$ cat src/rtl/booth_multiplier.sv
// ---------------------------------------------------------------------------
// booth_multiplier
//   Sequential radix-2 Booth multiplier for signed two's-complement operands.
//   One Booth step per clock. A product appears WIDTH+1 edges after the edge
//   that samples start. The valid pulse lasts one cycle. The result is held
//   until the next product is ready.
//
// Ports
//   clk           in   system clock, rising edge
//   reset         in   asynchronous active-high reset
//   start         in   request a multiplication; sampled only when idle
//   multiplicand  in   WIDTH-bit signed operand M
//   multiplier    in   WIDTH-bit signed operand Q
//   mult_result   out  2*WIDTH-bit signed product M*Q (registered, held)
//   valid         out  one-cycle pulse marking a new mult_result
//   busy          out  high while a multiplication is in progress
// ---------------------------------------------------------------------------
module booth_multiplier #(
   parameter int unsigned WIDTH = 8
) (
   input  logic                 clk,
   input  logic                 reset,
   input  logic                 start,
   input  logic [WIDTH-1:0]     multiplicand,
   input  logic [WIDTH-1:0]     multiplier,
   output logic [2*WIDTH-1:0]   mult_result,
   output logic                 valid,
   output logic                 busy
);

   localparam int unsigned AW = WIDTH + 1;            // accumulator width
   localparam int unsigned CW = $clog2(WIDTH + 1);    // step counter width
   localparam int unsigned RW = 2 * WIDTH;            // product width

   localparam logic [1:0] S_IDLE = 2'd0;
   localparam logic [1:0] S_CALC = 2'd1;
   localparam logic [1:0] S_DONE = 2'd2;

   logic [1:0]    r_state, w_state_nxt;
   logic [AW-1:0] r_acc,   w_acc_nxt;
   logic [AW-1:0] r_m,     w_m_nxt;
   logic [WIDTH-1:0] r_q,  w_q_nxt;
   logic          r_qm1,   w_qm1_nxt;
   logic [CW-1:0] r_count, w_count_nxt;
   logic [RW-1:0] r_result, w_result_nxt;
   logic          r_valid, w_valid_nxt;
   logic          r_busy,  w_busy_nxt;

   logic [AW-1:0] w_sum;

   // Booth recoding of {q0, q-1}: add M on 01, subtract M on 10, else hold.
   // The extra accumulator bit keeps -M representable for M = -2^(WIDTH-1).
   always_comb begin
      w_sum = r_acc;
      case ({r_q[0], r_qm1})
         2'b01:   w_sum = r_acc + r_m;
         2'b10:   w_sum = r_acc - r_m;
         default: w_sum = r_acc;
      endcase
   end

   // Next-state and next-register logic.
   always_comb begin
      w_state_nxt  = r_state;
      w_acc_nxt    = r_acc;
      w_m_nxt      = r_m;
      w_q_nxt      = r_q;
      w_qm1_nxt    = r_qm1;
      w_count_nxt  = r_count;
      w_result_nxt = r_result;
      w_valid_nxt  = 1'b0;
      w_busy_nxt   = r_busy;

      case (r_state)
         S_IDLE: begin
            if (start) begin
               w_m_nxt     = {multiplicand[WIDTH-1], multiplicand};
               w_q_nxt     = multiplier;
               w_acc_nxt   = '0;
               w_qm1_nxt   = 1'b0;
               w_count_nxt = CW'(WIDTH);
               w_busy_nxt  = 1'b1;
               w_state_nxt = S_CALC;
            end
         end

         S_CALC: begin
            // Arithmetic shift right of {acc, q, q-1} after the add/sub.
            w_acc_nxt   = {w_sum[AW-1], w_sum[AW-1:1]};
            w_q_nxt     = {w_sum[0], r_q[WIDTH-1:1]};
            w_qm1_nxt   = r_q[0];
            w_count_nxt = r_count - CW'(1);
            if (r_count == CW'(1)) begin
               w_state_nxt = S_DONE;
            end
         end

         S_DONE: begin
            w_result_nxt = {r_acc[WIDTH-1:0], r_q};
            w_valid_nxt  = 1'b1;
            w_busy_nxt   = 1'b0;
            w_state_nxt  = S_IDLE;
         end

         default: begin
            w_state_nxt = S_IDLE;
            w_busy_nxt  = 1'b0;
         end
      endcase
   end

   // State and datapath registers; reset aborts any operation in flight.
   always_ff @(posedge clk or posedge reset) begin
      if (reset) begin
         r_state  <= S_IDLE;
         r_acc    <= '0;
         r_m      <= '0;
         r_q      <= '0;
         r_qm1    <= 1'b0;
         r_count  <= '0;
         r_result <= '0;
         r_valid  <= 1'b0;
         r_busy   <= 1'b0;
      end else begin
         r_state  <= w_state_nxt;
         r_acc    <= w_acc_nxt;
         r_m      <= w_m_nxt;
         r_q      <= w_q_nxt;
         r_qm1    <= w_qm1_nxt;
         r_count  <= w_count_nxt;
         r_result <= w_result_nxt;
         r_valid  <= w_valid_nxt;
         r_busy   <= w_busy_nxt;
      end
   end

   assign mult_result = r_result;
   assign valid       = r_valid;
   assign busy        = r_busy;

endmodule

$ cat config.mk
export PLATFORM = sky130hd
export DESIGN_NAME = booth_multiplier
export DESIGN_NICKNAME = d
export VERILOG_FILES = /design/src/rtl/booth_multiplier.sv
export SDC_FILE = /design/constraint.sdc
export NUM_CORES = 1
export LEC_CHECK = 0
export CORE_UTILIZATION = 30
export CTS_CLUSTER_SIZE = 28
export DETAILED_ROUTE_END_ITERATION = 12
export SETUP_SLACK_MARGIN = 0.5
export SYNTH_ARGS = -nofsm -noshare
export SYNTH_HDL_FRONTEND = slang
export SYNTH_SLANG_ARGS = --single-unit
$ cat constraint.sdc
create_clock -name clk -period 3.5 [get_ports clk]
set_input_delay 0.875 -clock clk [delete_from_list [all_inputs] [get_ports clk]]
set_output_delay 0.875 -clock clk [all_outputs]
set_load 0.05 [all_outputs]
==> flow_metrics.env <==
export IMPL_cts_setup_buffers=0
export IMPL_ir_drop_v=0.0002772
export IMPL_post_drt_wl_per_cell_um=12.43
export IMPL_die_w_um=94.74
export IMPL_first_iter_violations=82
export IMPL_holdWs_ns=0.4839
export IMPL_final_cell_area_um2=3158
export IMPL_slew_viol_final=0
export IMPL_cts_buffers=5
export IMPL_setup_viol=0
export IMPL_area_growth_pct=22.41
export IMPL_drtAntennaViolNets=0
export IMPL_hold_viol=0
export IMPL_ys_ff_latch=49
export IMPL_first_pass_iters=4
export IMPL_switching_share_pct=45.61
export IMPL_ctsRootBufferMaster="clkbuf_8"
export IMPL_drive_gt1_share_pct=9.772
export IMPL_clock_sinks=49
export IMPL_internal_power_mw=1.888
export IMPL_yosysWarnings=0
export IMPL_num_antenna_cells=0
export IMPL_final_cell_mix="49 x dfrtp_1, 36 x clkdlybuf4s50_1, 33 x nand2_1"
export IMPL_die_area_um2=8975
export IMPL_yosysSeqAreaShare_pct=47.53
export IMPL_drc=0
export IMPL_via_per_inst=4.735
export IMPL_crit_start="r_m[2]"
export IMPL_portBuffers=36
export IMPL_ff2ff_setup_slack_ns=0.85
export IMPL_rsz0062_at_grt="false"
export IMPL_cts_resized=0
export IMPL_leakagePower_nw=1.413
export IMPL_crit_type="reg2reg"
export IMPL_crit_fanout=4
export IMPL_p_total_mw=3.472
export IMPL_dp_hpwl_um=3854
export IMPL_routabilityCongestion=0.7915
export IMPL_reg2regPathDepth=11
export IMPL_placed_cell_area_um2=3062
export IMPL_pwr_share_comb_pct=60.0
export IMPL_pwr_share_clk_pct=10.2
export IMPL_grt_usage_pct=12.73
export IMPL_synth_area_um2=2580
export IMPL_cts_clk_slew_worst_paths_ns=0.09
export IMPL_cp_endpoint="r_acc[7]"
export IMPL_p_sw_mw=1.583
export IMPL_wirelength_um=5123
export IMPL_antenna_found_initial=0
export IMPL_hp_class="reg2reg"
export IMPL_grt_max_degree=28
export IMPL_cts_tree="done"
export IMPL_grt_pass1_wl_um=8914
export IMPL_h_tree_depth=2
export IMPL_utilization_pct=38.24
export IMPL_cp_start_kind="register"
export IMPL_postCtsHoldBufs=0
export IMPL_tightest_slew_ns=0.8799
export IMPL_p_seq_share_pct=29.8
export IMPL_yosysUniqueCellTypes=39
export IMPL_die_height_um=94.74
export IMPL_r2r_start="r_m[2]"
export IMPL_finalSetupTns_ns=0
export IMPL_syn_avg_cell_area_um2=9.591
export IMPL_core_area_um2=8258
export IMPL_rows=33
export IMPL_start_util_pct=31.24
export IMPL_clock_skew_ns=0.01005
export IMPL_nFillCells=850
export IMPL_clk_latency_ns=0.30
export IMPL_clk_path_buf_depth=2
export IMPL_synth_nets=301
export IMPL_layout_commonest_cell="dfrtp_1"
export IMPL_fin_crit_sh_pct=75.83
export IMPL_relSlewSlack_pct=41.34
export IMPL_r2r_end="r_acc[7]"
export IMPL_cp_arrival_ns=2.84
export IMPL_fmax_mhz=376.8
export IMPL_num_io_pins=37
export IMPL_drv_cap=0
export IMPL_worstPathRequired_ns=3.69
export IMPL_grt_pass1_vias=1887
export IMPL_grt_overflow=0
export IMPL_cp_end_kind="register"
export IMPL_netlist_instances=269
export IMPL_vias=1951
export IMPL_final_nets=338
export IMPL_period_minus_slack_ns=2.654
export IMPL_p_per_area_nw_per_um2=1099
export IMPL_status="finished, final reports clean"
-- layout make-up --
cell class,instances,area (µm²),area share (%)
flip-flops and latches,49,1226,38.83
inverters,13,48.80,1.545
clock inverters,2,13.76,0.4358
multi-input cells,196,1257,39.82
clock buffers,6,82.58,2.615
well taps,105,131.4,4.160
repair buffers,41,397.9,12.60
-- flip-flops by register name, indices dropped and copies added (netlist names) --
signal       flops
mult_result     16
busy             1
r_qm1            1
r_count          4
r_acc            8
r_state          2
r_m              8
valid            1
r_q              8
-- cells by family (layout without fill, tap and decap cells) --
| group | count (synthesis) | count (layout) | synth area share (%) |
|---|---|---|---|
| AND/OR/NAND/NOR | 90 | 90 | 16.34 |
| AO/OA/AOI/OAI | 69 | 69 | 16.25 |
| flip-flops | 49 | 49 | 47.53 |
| buffers and inverters | 24 | 62 | 3.734 |
| multiplexers | 15 | 15 | 6.499 |
| adder cells (fa/ha/maj) | 13 | 13 | 6.595 |
| XOR/XNOR | 9 | 9 | 3.055 |
-- metal layers --
metal	global-route usage (%)	vias to the layer above	part of all wire [%]
met5	0	-	0
met4	3.409	0	1.2
met3	3.060	5	2.7
met2	20.08	34	45
met1	17.40	905	51
li1	-	1007	-
-- power by group through the flow --
stage / Combinational (mW) / Clock [mW] / Sequential, mW
after floorplan: 1.38 / 0 / 1.25
after global placement: 2.06 / 0 / 1.04
after detailed placement: 2.10 / 0 / 1.05
after CTS: 2.10 / 0.368 / 1.04
after global routing: 2.35 / 0.387 / 1.08
final: 2.08 / 0.354 / 1.04
-- how the worst min path moves through the flow --
stage                    startpoint               to  slack [ns]  cells past startpoint
CTS                  mult_result[8]   mult_result[8]        0.49                      2
global route        mult_result[15]  mult_result[15]        0.51                      2
floorplan                r_count[3]       r_count[3]        0.45                      1
detailed placement   mult_result[9]   mult_result[9]        0.47                      2
global placement    mult_result[15]  mult_result[15]        0.46                      2
finish              mult_result[15]  mult_result[15]        0.48                      2
-- Yosys cell counts (all sizes together) --
master  count  share of area, %
dfrtp      49                48
nand2      33               4.8
nor2       26               3.8
o21ai      25               4.8
a21oi      17               3.3
mux2       14               6.1
inv        13               1.9
nor2b      13               3.4
ha         12               5.8
a22oi       7               2.0
clkbuf      6              0.87
nand2b      6               1.5
xnor2       6               2.0
buf         5              0.97
nor3        4              0.78
o22ai       4              0.97
o21a        3              0.87
xor2        3               1.0
a211oi      2              0.58
a41oi       2              0.68
and2        2              0.48
o211ai      2              0.58
a21o        1              0.29
a22o        1              0.34
a31oi       1              0.24
fa          1              0.78
mux2i       1              0.39
nand3       1              0.19
nand3b      1              0.29
nor3b       1              0.29
nor4        1              0.24
nor4b       1              0.34
o2111a      1              0.44
o22a        1              0.34
o31a        1              0.34
o32a        1              0.39
or2         1              0.24
-- per-stage QoR --
| step | std cells | worst slack [ns] |
|---|---|---|
| final | 412 | 0.8461 |
| after global routing | 412 | 0.5627 |
| after CTS | 412 | 0.8485 |
| after detailed placement | 404 | 0.8635 |
| after global placement | 404 | 0.8976 |
| after floorplan | 269 | 1.103 |
-- worst max-delay path, cell delays in order (launching register included) --
cell     delay [ns]
dfrtp_1        0.43
nor2_1         0.23
nor4b_1        0.39
a21oi_1        0.15
xnor2_1        0.15
ha_1           0.32
a21oi_1        0.18
nand2_1        0.08
o21ai_1        0.14
xor2_1         0.19
o21ai_0        0.11
a22o_1         0.20
(Power assumes the default switching activity.)
